### src/rtl/emsensor_array_if.sv
// APB-style register bus between the coprocessor and emsensor_array.
// Master drives the request; slave returns combinational read data.
interface emsensor_array_if;
    logic [7:0]  vpsel;
    logic        vpenable;
    logic [31:0] vpaddr;
    logic        vpwrite;
    logic [31:0] vpwdata;
    logic [31:0] vprdata;

    modport master (
        output vpsel, vpenable, vpaddr, vpwrite, vpwdata,
        input  vprdata
    );

    modport slave (
        input  vpsel, vpenable, vpaddr, vpwrite, vpwdata,
        output vprdata
    );
endinterface

### src/rtl/emsensor_array.sv
// NCH-channel EM glitch-sensor event counter with windowed thresholds and sticky alarms.
// Optional interrupt output and IRQEN register are compiled in with EMSENSOR_IRQ_EN.
module emsensor_array #(
    parameter int unsigned NCH      = 4,
    parameter int unsigned CNTW     = 8,
    parameter int unsigned WINW     = 16,
    parameter int unsigned PSEL_IDX = 0
) (
    input  logic                vclk,
    input  logic                vrst,
    emsensor_array_if.slave     bus,
    input  logic [NCH-1:0]      sensor_evt,
    output logic                alarm
`ifdef EMSENSOR_IRQ_EN
    ,
    output logic                irq
`endif
);

    localparam logic [CNTW-1:0] CntMax = '1;

    logic                r_enable;
    logic [NCH-1:0]      r_status;
    logic [NCH-1:0]      r_mask;
    logic [WINW-1:0]     r_window;
    logic [CNTW-1:0]     r_thresh;
    logic [WINW-1:0]     r_timer;
    logic [CNTW-1:0]     r_cnt [NCH];

    logic                w_wr;
    logic [9:0]          w_idx;
    logic                w_win_end;
    logic                w_wr_window;
    logic                w_refresh;
    logic [NCH-1:0]      w_w1c;
    logic [NCH-1:0]      w_clr;
    logic [NCH-1:0]      w_hit;
    logic [31:0]         w_rdata;

    assign w_wr        = bus.vpsel[PSEL_IDX] & bus.vpenable & bus.vpwrite;
    assign w_idx       = bus.vpaddr[11:2];
    assign w_win_end   = r_enable && (r_timer == r_window);
    assign w_wr_window = w_wr && (w_idx == 10'd3);
    assign w_refresh   = w_wr && (w_idx == 10'd0) && bus.vpwdata[0];
    assign w_w1c       = (w_wr && (w_idx == 10'd1)) ? bus.vpwdata[NCH-1:0] : '0;
    assign w_clr       = (w_refresh ? {NCH{1'b1}} : {NCH{1'b0}}) | w_w1c;

    for (genvar i = 0; i < NCH; i++) begin : g_ch
        logic [CNTW:0] w_sum;

        // One bit wider so a saturated count plus a last-cycle event still compares correctly.
        assign w_sum    = {1'b0, r_cnt[i]} + {{CNTW{1'b0}}, sensor_evt[i] & r_enable};
        assign w_hit[i] = w_win_end && (w_sum >= {1'b0, r_thresh});

        always_ff @(posedge vclk) begin
            if (vrst) begin
                r_cnt[i] <= '0;
            end else if (!r_enable || w_wr_window || w_win_end) begin
                r_cnt[i] <= '0;
            end else if (sensor_evt[i] && (r_cnt[i] != CntMax)) begin
                r_cnt[i] <= r_cnt[i] + 1'b1;
            end
        end
    end

    always_ff @(posedge vclk) begin
        if (vrst) begin
            r_timer <= '0;
        end else if (!r_enable || w_wr_window || w_win_end) begin
            r_timer <= '0;
        end else begin
            r_timer <= r_timer + 1'b1;
        end
    end

    // Window-end hits are ORed after clearing so they win over refresh/W1C.
    always_ff @(posedge vclk) begin
        if (vrst) begin
            r_enable <= 1'b1;
            r_status <= '0;
            r_mask   <= '0;
            r_window <= WINW'(255);
            r_thresh <= CNTW'(1);
        end else begin
            r_status <= (r_status & ~w_clr) | w_hit;
            if (w_wr) begin
                case (w_idx)
                    10'd0:   r_enable <= bus.vpwdata[1];
                    10'd2:   r_mask   <= bus.vpwdata[NCH-1:0];
                    10'd3:   r_window <= bus.vpwdata[WINW-1:0];
                    10'd4:   r_thresh <= bus.vpwdata[CNTW-1:0];
                    default: ;
                endcase
            end
        end
    end

    assign alarm = |(r_status & ~r_mask);

`ifdef EMSENSOR_IRQ_EN
    logic r_irqen;
    logic r_irq;

    always_ff @(posedge vclk) begin
        if (vrst) begin
            r_irqen <= 1'b0;
            r_irq   <= 1'b0;
        end else begin
            if (w_wr && (w_idx == 10'd6)) begin
                r_irqen <= bus.vpwdata[0];
            end
            r_irq <= alarm & r_irqen;
        end
    end

    assign irq = r_irq;
`endif

    always_comb begin
        w_rdata = '0;
        case (w_idx)
            10'd0:   w_rdata[1]        = r_enable;
            10'd1:   w_rdata[NCH-1:0]  = r_status;
            10'd2:   w_rdata[NCH-1:0]  = r_mask;
            10'd3:   w_rdata[WINW-1:0] = r_window;
            10'd4:   w_rdata[CNTW-1:0] = r_thresh;
            10'd5:   w_rdata           = {16'h0E5A, 8'(NCH), 8'(CNTW)};
`ifdef EMSENSOR_IRQ_EN
            10'd6:   w_rdata[0]        = r_irqen;
`endif
            default: w_rdata = '0;
        endcase
    end

    assign bus.vprdata = w_rdata;

endmodule

### src/flat_wrapper.sv
// flat-port wrapper written by rule: the top's interface ports become plain ports
module emsensor_array_flat 
#(
    parameter int unsigned NCH      = 4,
    parameter int unsigned CNTW     = 8,
    parameter int unsigned WINW     = 16,
    parameter int unsigned PSEL_IDX = 0
)
  (vclk, vrst, sensor_evt, alarm, bus_vpsel, bus_vpenable, bus_vpaddr, bus_vpwrite, bus_vpwdata, bus_vprdata);
  emsensor_array_if bus_i ();
  input  logic vclk;
  input  logic vrst;
  input  logic [NCH-1:0] sensor_evt;
  output logic alarm;
  input wire logic [$bits(bus_i.vpsel)-1:0] bus_vpsel;
  input wire logic [$bits(bus_i.vpenable)-1:0] bus_vpenable;
  input wire logic [$bits(bus_i.vpaddr)-1:0] bus_vpaddr;
  input wire logic [$bits(bus_i.vpwrite)-1:0] bus_vpwrite;
  input wire logic [$bits(bus_i.vpwdata)-1:0] bus_vpwdata;
  output wire logic [$bits(bus_i.vprdata)-1:0] bus_vprdata;
  assign bus_i.vpsel = bus_vpsel;
  assign bus_i.vpenable = bus_vpenable;
  assign bus_i.vpaddr = bus_vpaddr;
  assign bus_i.vpwrite = bus_vpwrite;
  assign bus_i.vpwdata = bus_vpwdata;
  assign bus_vprdata = bus_i.vprdata;
  emsensor_array #(.NCH(NCH), .CNTW(CNTW), .WINW(WINW), .PSEL_IDX(PSEL_IDX)) u_core (.vclk(vclk), .vrst(vrst), .bus(bus_i), .sensor_evt(sensor_evt), .alarm(alarm));
endmodule
### config.mk
export PLATFORM = sky130hd
export DESIGN_NAME = emsensor_array_flat
export DESIGN_NICKNAME = d
export VERILOG_FILES = /design/src/rtl/emsensor_array_if.sv /design/src/rtl/emsensor_array.sv /design/src/flat_wrapper.sv
export SDC_FILE = /design/constraint.sdc
export NUM_CORES = 1
export LEC_CHECK = 0
export ABC_AREA = 1
export BUFFER_PORTS_ARGS = -buffer_cell sky130_fd_sc_hd__buf_2
export CAP_MARGIN = 20
export CORE_UTILIZATION = 40
export CTS_CLUSTER_DIAMETER = 150
export DETAILED_ROUTE_END_ITERATION = 12
export SETUP_SLACK_MARGIN = 0.15
export SYNTH_ARGS = -nofsm -noshare
export SYNTH_HDL_FRONTEND = slang
export SYNTH_SLANG_ARGS = --single-unit
### constraint.sdc
create_clock -name vclk -period 2.2 [get_ports vclk]
set_input_delay 0.44 -clock vclk [delete_from_list [all_inputs] [get_ports vclk]]
set_output_delay 0.44 -clock vclk [all_outputs]
set_load 0.01 [all_outputs]
Word-level counts from Yosys, hierarchy flattened
Memory sizes are Yosys's and may differ from the RTL's.
Cells that the tools add are included.
Widths: inputs -> output; s select.
- word-level logic and storage cells: 110
- memories: 1
- memory bits (writable): 32
- output and inout bits: 33
- input bits: 80
- register bits: 49
- memory list (name ; words ; bits a word ; read ports ; clocked after Yosys merged registers in ; wr ports ; line ; RTL):
    u_core.r_cnt ; 4 ; 8 ; 4 ; 0 ; 4 ; emsensor_array.sv:28 ; logic [CNTW-1:0] r_cnt [NCH];
- equality and inequality tests: 10
- magnitude comparators: 4
- bitwise operators: 20
- add/subtract/negate cells: 9
- mux-type cells: 37
- reduce and logical (&&, ||, !) cells: 23
- operators by type and width (kind ; count):
    $mux 8 ; 8
    $add 8x1->9 ; 4
    $ge 9x8->1 ; 4
    $add 8x1->8 const B ; 4
    $ne 8x8->1 const B ; 4
    $mux 1 ; 21
    $eq 10x2->1 const B ; 2
    $eq 10x3->1 const B ; 2
    $add 16x1->16 const B ; 1
    $eq 16x16->1 ; 1
    $pmux 8 s2 ; 1
    $logic_and 1x1->1 ; 13
    $mux 12 ; 1
    $eq 10x1->1 const B ; 1
    $logic_not 10->1 ; 1
    $pmux 2 s5 ; 1
    $and 4x4->4 ; 2
    $mux 4 ; 2
    $not 4->4 ; 2
    $or 1x1->1 ; 8
    $or 4x4->4 ; 2
    $pmux 4 s2 ; 1
    $reduce_and 2->1 ; 4
    $and 1x1->1 ; 6
    other kinds (6) ; 7

Depth between registers and ports, before layout
Gate-level depths: netlist of run 1.
- depth in word-level cells: 10
- depth in mapped cells: 19

Worst setup path after synthesis of run 1
No wires, ideal clock.
- kind: input port to flip-flop
- start: in sensor_evt[0]
- end: reg u_core.r_status[0]
- library setup time: 0.141 ns
- arrival time: 2.016 ns
- stages on the path: 15
- setup slack: 0.043 ns
- path through: nand2_1 -> inv_1 -> ha_1 -> ha_1 -> nand2_1 -> nor2_1 -> nand3_1 -> xor2_1 -> ha_1 -> a21oi_1 -> nand2_1 -> nand2_1 -> nand2_1 -> nand2_1 -> a21oi_1
- word-level cells in the longest chain between the ends: 5
- RTL lines (what ; line ; RTL):
    start: declaration ; flat_wrapper.sv:13 ; input logic [NCH-1:0] sensor_evt;
    $and 1x1->1 ; emsensor_array.sv:52 ; assign w_sum = {1'b0, r_cnt[i]} + {{CNTW{1'b0}}, sensor_evt[i] & r_enable};
    $add 8x1->9 ; emsensor_array.sv:52 ;
    $ge 9x8->1 ; emsensor_array.sv:53 ; assign w_hit[i] = w_win_end && (w_sum >= {1'b0, r_thresh});
    $logic_and 1x1->1 ; emsensor_array.sv:53 ;
    $or 4x4->4 ; emsensor_array.sv:85 ; r_status <= (r_status & ~w_clr) | w_hit;
    end signal: assignment ; emsensor_array.sv:85 ;
    end: declaration ; emsensor_array.sv:23 ; logic [NCH-1:0] r_status;
Every way passes these cells.
A chain may end at the register's enable or synchronous reset.

Worst setup path in the final report of run 1
- start: reg u_core.r_enable
- end: reg u_core.r_status[3]
- word-level cells in the longest chain between the ends: 5
- elaborated cells on any way between the ends: 6
- classes of those cells: add/sub: 1; order compare: 1; bitwise: 2; reduce/logical: 2
- RTL lines (what ; line ; RTL):
    start: declaration ; emsensor_array.sv:22 ; logic r_enable;
    start signal: assignment ; emsensor_array.sv:88 ; 10'd0: r_enable <= bus.vpwdata[1];
    $and 1x1->1 ; emsensor_array.sv:52 ;
    $add 8x1->9 ; emsensor_array.sv:52 ;
    $ge 9x8->1 ; emsensor_array.sv:53 ;
    $logic_and 1x1->1 * ; emsensor_array.sv:53 ;
    $or 4x4->4 * ; emsensor_array.sv:85 ;
Every way passes the cells marked *; elsewhere a longest branch is shown, timed or not.

==> run summary, run 1 <==
dpl cell area = 6540 µm²
largest cells by area after synthesis = dfxtp_1, edfxtp_1, nand2_1
Final ANT Viol Nets = 0
via count = 5139
Startpoint Class = flip-flop
RSZ-0062 raised after global routing = yes
Total GRT Usage = 20.3%
die height = 123 µm
initial antenna violation count = 0
placed wire-length estimate = 10800 µm
CTS tree = yes
CTS Hold Bufs = 0
Post-Synthesis Cell Area = 5830 µm²
Setup CP Type = flip-flop to flip-flop
Tmin final = 2240 ps
nets@finish = 1004
Via density = 4.83
CTS root buffer = clkbuf_16
initial DRC count = 213
failing checks = negative setup slack
Area Growth Syn to Fin = 23.7%
Final Cell Area = 7210 µm²
most frequent cell after synthesis = nand2_1
Die Width = 123 µm
Crit path max-delay family = simple AND/OR/NAND/NOR gates
sequence of cells on the critical path = buf_6 -> nand2_4 -> inv_2 -> ha_4 -> ha_4 -> nand2_2 -> inv_2 -> nand2_2 -> xor2_1 -> ha_1 -> nand2_1 -> inv_2 -> nand3_1 -> nand3_1 -> nand2_1 -> nand2_1 -> nand2_1 -> nand2_1 -> nand2_1 -> a21oi_1
num rows = 43
diode count = 0
Yosys reg bits = 81
port buffer count = 58
largest net degree at the start of global routing = 22
CTS Buf Count = 9
DRT Pass-1 Iters = 4
Starting Density = 41.5%
Max-Cap Viols = 0
CP bufs+invs = 4
Max VDD drop = 0.000532 V
sequential area share after synthesis = 33.3%
Slew Limit Fails = 0
period utilisation layout = 102%
maximum fanout along the worst path = 4
Synth top area share = 16.8%
leakage = 3.22 nW
outcome = complete, but fails checks
endpoint type of the worst setup path = flip-flop
type of the worst min-delay path = input pin to flip-flop
Crit-path slowest cell = dfxtp_4
Final WS setup = -37.6 ps
DRC errors left = 0
CP dominant cell by count = nand2_1
Mean Syn Cell Area = 7.45 µm²
Final GP Congestion = 0.869
WL/cell = 13.4 µm
largest area contributor in the netlist = dfxtp_1
post-synth cell types = 45
total core area = 14000 µm²
required time of the worst setup path = 2480 ps
Critical Path Max Stage Delay = 400 ps
htree depth = 3
Final Hold Viols = 0
Gate Count Post-Synth = 782
P per Cell Area = 537 nW/µm²
clk sinks = 81
most frequent cells after synthesis = nand2_1, inv_1, nor2_1
vias in the first global route = 4815
Clock Tree Buf Depth = 2
total grt overflow = 0
Syn. warnings = 0
fmax = 447 MHz
share of cells above drive strength 1 = 22.6%
first-pass GRT wire length = 23300 µm
insertion delay to the later sink of the worst-skew pair = 350 ps
final wirelength = 14300 µm
critical path arrival = 2520 ps
Post-synth EDFFs = 32
IO Pins = 113
Clock transition at path regs = 60 ps
setup_tns = -63.0 ps
share of flip-flops with an asynchronous set or reset = 0%
ys flop type = dfxtp_1
Setup-failing EPs final = 2
Final Skew = 7.13 ps
die area = 15100 µm²
[cells in the final DEF, fill, tap and decap left out, types with 3 or more instances in the layout]
master / synthesis / final
nand2_1: 166 / 154
inv_1: 113 / 106
nor2_1: 100 / 95
buf_2: 2 / 56
dfxtp_1: 49 / 46
xor2_1: 42 / 42
nand3_1: 43 / 41
buf_4: 16 / 39
a21oi_1: 41 / 38
ha_1: 45 / 37
edfxtp_1: 32 / 32
o21ai_0: 21 / 19
nand4_1: 17 / 17
nor3_1: 12 / 12
xnor2_1: 11 / 11
clkbuf_16: 0 / 10
buf_6: 3 / 10
nand2_2: 1 / 9
conb_1: 1 / 9
inv_2: 4 / 8
nor2_4: 2 / 7
o211ai_1: 7 / 7
a211oi_2: 7 / 7
ha_4: 0 / 7
nand2_4: 2 / 5
o21ai_1: 2 / 4
o22ai_1: 4 / 4
nand4_2: 4 / 4
nor2_2: 3 / 3
nor3_4: 3 / 3
inv_4: 1 / 3
o2111ai_2: 0 / 3
a21oi_2: 0 / 3
buf_12: 0 / 3
[sequential cells by signal (all words and copies together), names as in the netlist]
signal	flops
u_core.r_enable	1
u_core.r_mask	4
u_core.r_status	4
u_core.r_cnt	32
u_core.r_thresh	8
u_core.r_timer	16
u_core.r_window	16
[where the power goes]
| group | internal [mW] | total, mW | leakage (nW) | switching, mW |
|---|---|---|---|---|
| Clock | 1.02 | 1.67 | 0.165 | 0.651 |
| Combinational | 0.236 | 0.526 | 2.31 | 0.291 |
| Sequential | 1.61 | 1.68 | 0.741 | 0.0630 |
| Total | 2.87 | 3.87 | 3.22 | 1.00 |
[stage by stage]
stage                     power (mW)  cells  worst slack (ps)  utilization (%)  hold WS (ps)
after floorplan                 2.04    790              96.3                -           434
after global placement          2.18   1036              -114             46.6           465
after detailed placement        2.19   1036              -134             46.6           463
after CTS                       3.88   1056              39.5             49.9           323
after global routing            4.06   1064              -188             51.3           328
final                           3.87   1064             -37.6             51.3           324
[area by class of cell]
type / instances / area [µm²]
tap: 180 / 225
clock inverter: 4 / 56.3
fill: 1352 / 6840
multi-input combinational: 561 / 3500
clock buffer: 12 / 278
timing repair buffer: 108 / 746
inverter: 118 / 454
sequential: 81 / 1950
[worst reg2reg max path: stages (launching register included)]
cell,delay [ps]
dfxtp_4,400
buf_6,140
nand2_4,40
inv_2,50
ha_4,130
ha_4,130
nand2_2,50
inv_2,60
nand2_2,50
xor2_1,150
ha_1,300
nand2_1,70
inv_2,60
nand3_1,60
nand3_1,80
nand2_1,50
nand2_1,50
nand2_1,50
nand2_1,60
nand2_1,60
a21oi_1,130
[kinds of logic after synthesis]
family / Yosys count / synth area share (%)
flops: 81 / 33.3
simple gates: 365 / 28.6
buf+inv: 148 / 11.1
compound gates: 89 / 9.36
fa+ha+maj: 45 / 9.66
xor+xnor: 53 / 7.96
other cells: 1 / 0.0643
[timing repair]
item | CTS | global route
pin swaps | 19 | 29
resized for setup | 21 | 35
setup endpoints to repair | 24 | 40
cloned | 0 | 0
buffers inserted | 4 | 8
[worst paths after layout]
check	from	end	slack [ps]	cells past startpoint
setup / recovery	u_core.r_enable$_SDFFE_PP1P_	u_core.r_status[3]$_SDFF_PP0_	-40	20
hold / removal	bus_vpwdata[6]	u_core.r_window[6]$_SDFFE_PP1P_	320	3
setup reg to reg	u_core.r_enable$_SDFFE_PP1P_	u_core.r_status[3]$_SDFF_PP0_	-40	20
hold reg to reg	u_core.r_mask[2]$_SDFFE_PP0P_	u_core.r_mask[2]$_SDFFE_PP0P_	480	2
[layer usage]
metal	vias up	track usage, %	part of all wire, %
met5	-	0	0
met4	0	6.02	1.3
met3	12	3.67	4.8
met1	2294	26.7	47
li1	2720	-	-
met2	113	33.6	47
No activity file was read; power rests on OpenSTA's default activity.
==> inputs of run 2 (changes only) <==
==> constraint.sdc (replaced) <==
create_clock -name vclk -period 2.8 [get_ports vclk]
set_input_delay 0.42 -clock vclk [delete_from_list [all_inputs] [get_ports vclk]]
set_output_delay 0.42 -clock vclk [all_outputs]
set_load 0.01 [all_outputs]
==> run summary, run 2 (synthesis gave the netlist of run 1 again) <==
outcome = finished, final reports clean
Final Skew = 7.83 ps
CTS root buffer = clkbuf_16
max FFs per register = 32
Final Hold Viols = 0
Regs by FF count = u_core.r_cnt: 32 flops, u_core.r_timer: 16 flops, u_core.r_window: 16 flops
RR Endpoint = u_core.r_status[0]$_SDFF_PP0_
Clock Tree Buf Depth = 2
die area = 15100 µm²
nets@finish = 962
CTS tree = yes
Via density = 4.85
RSZ-0062 raised after global routing = no
CP dominant cell by count = nand2_1
total chip power = 2.88 mW
most frequent cells in the layout = nand2_1, inv_1, nor2_1
reg-to-reg slack, setup = 470 ps
leakage = 2.96 nW
period utilisation layout = 83.4%
placed wire-length estimate = 10400 µm
required time of the worst setup path = 3030 ps
post-CTS setup repair buffer count = 0
endpoint type of the worst setup path = flip-flop
Final ANT Viol Nets = 0
maximum fanout along the worst path = 5
Die Width = 123 µm
P per Cell Area = 440 nW/µm²
Crit-path slowest cell = dfxtp_2
total grt overflow = 0
vias in the first global route = 4553
share of cells above drive strength 1 = 13.8%
Critical Path Max Stage Delay = 430 ps
Setup CP Type = flip-flop to flip-flop
hold slack = 293 ps
initial antenna violation count = 0
IO Pins = 113
depth of the most critical reg-to-reg path = 18
diode count = 0
Total GRT Usage = 19.1%
Max-Cap Viols = 0
hold_sp = bus_vpwdata[7]
DRC errors left = 0
insertion delay to the later sink of the worst-skew pair = 350 ps
CTS Buf Count = 9
first-pass GRT wire length = 22000 µm
Startpoint Class = flip-flop
Tmin final = 2330 ps
Clock transition at path regs = 70 ps
r2r startpoint = u_core.r_enable$_SDFFE_PP1P_
total core area = 14000 µm²
post-CTS resize count = 0
clk sinks = 81
setup_tns = 0 ps
Final GP Congestion = 0.821
type of the worst min-delay path = input pin to flip-flop
Area Growth Syn to Fin = 12.3%
Max VDD drop = 0.000392 V
register bank with the most flops = u_core.r_cnt
Slew Limit Fails = 0
initial DRC count = 306
DRT Pass-1 Iters = 5
sequence of cells on the critical path = nand2_1 -> inv_1 -> ha_1 -> ha_1 -> nand2_1 -> nor2_2 -> xor2_1 -> ha_1 -> nand2_1 -> inv_1 -> nand2_1 -> nand3_1 -> nand2_1 -> nand2_1 -> nand2_1 -> nand2_1 -> nand2_1 -> a21oi_1
commonest non-fill, non-tap cell in the layout = nand2_1
final wirelength = 13500 µm
Starting Density = 41.5%
hold depth = 3
port buffer count = 58
critical path arrival = 2570 ps
Crit path max-delay family = simple AND/OR/NAND/NOR gates
fmax = 428 MHz
htree depth = 3
via count = 4956
die height = 123 µm
CP bufs+invs = 2
hold path endpoint = u_core.r_window[7]$_SDFFE_PP1P_
Final Cell Area = 6550 µm²
num rows = 43
CTS Hold Bufs = 0
Setup-failing EPs final = 0
WL/cell = 13.2 µm
largest net degree at the start of global routing = 22
dpl cell area = 6230 µm²
## run 2: metrics by stage
stage	util [%]	instances	setup WS, ps
2_1_floorplan	-	790	663
3_3_place_gp	44.4	1006	314
3_5_place_dp	44.4	1006	315
4_1_cts	46.6	1022	296
5_1_grt	46.6	1022	183
6_report	46.6	1022	465
## run 2: how the worst max path moves through the flow
stage,startpoint,slack (ps),depth (start not counted),end
2_1_floorplan,sensor_evt[0],660,15,u_core.r_status[0]$_SDFF_PP0_
3_3_place_gp,u_core.r_enable$_SDFFE_PP1P_,310,18,u_core.r_status[0]$_SDFF_PP0_
3_5_place_dp,u_core.r_enable$_SDFFE_PP1P_,320,18,u_core.r_status[0]$_SDFF_PP0_
4_1_cts,u_core.r_enable$_SDFFE_PP1P_,300,18,u_core.r_status[0]$_SDFF_PP0_
5_1_grt,u_core.r_enable$_SDFFE_PP1P_,180,18,u_core.r_status[0]$_SDFF_PP0_
6_report,u_core.r_enable$_SDFFE_PP1P_,470,18,u_core.r_status[0]$_SDFF_PP0_
## run 2: area by class of cell
type / instances / area [µm²]
fillers: 1437 / 7500
multi-input cells: 561 / 3270
flip-flops and latches: 81 / 1940
inverters: 118 / 445
repair buffers: 66 / 350
clock buffers: 11 / 264
well taps: 180 / 225
clock inverters: 5 / 45.0
## run 2: power breakdown
part / switching, mW / internal, mW / total, mW
clock network: 0.533 / 0.692 / 1.23
registers: 0.0489 / 1.27 / 1.32
logic: 0.203 / 0.138 / 0.340
total: 0.785 / 2.10 / 2.88
## run 2: tightest hold or removal path, cell delays in order
cell and delay (ps):
buf_2 80, nand2_1 50, o211ai_1 60
## run 2: per-layer routing
layer	vias to the layer above	global-route usage, %	wire length, µm
met4	0	6.25	218
met5	-	0	0
li1	2624	-	-
met1	2198	26.2	6790
met3	17	3.86	678
met2	117	29.6	5790
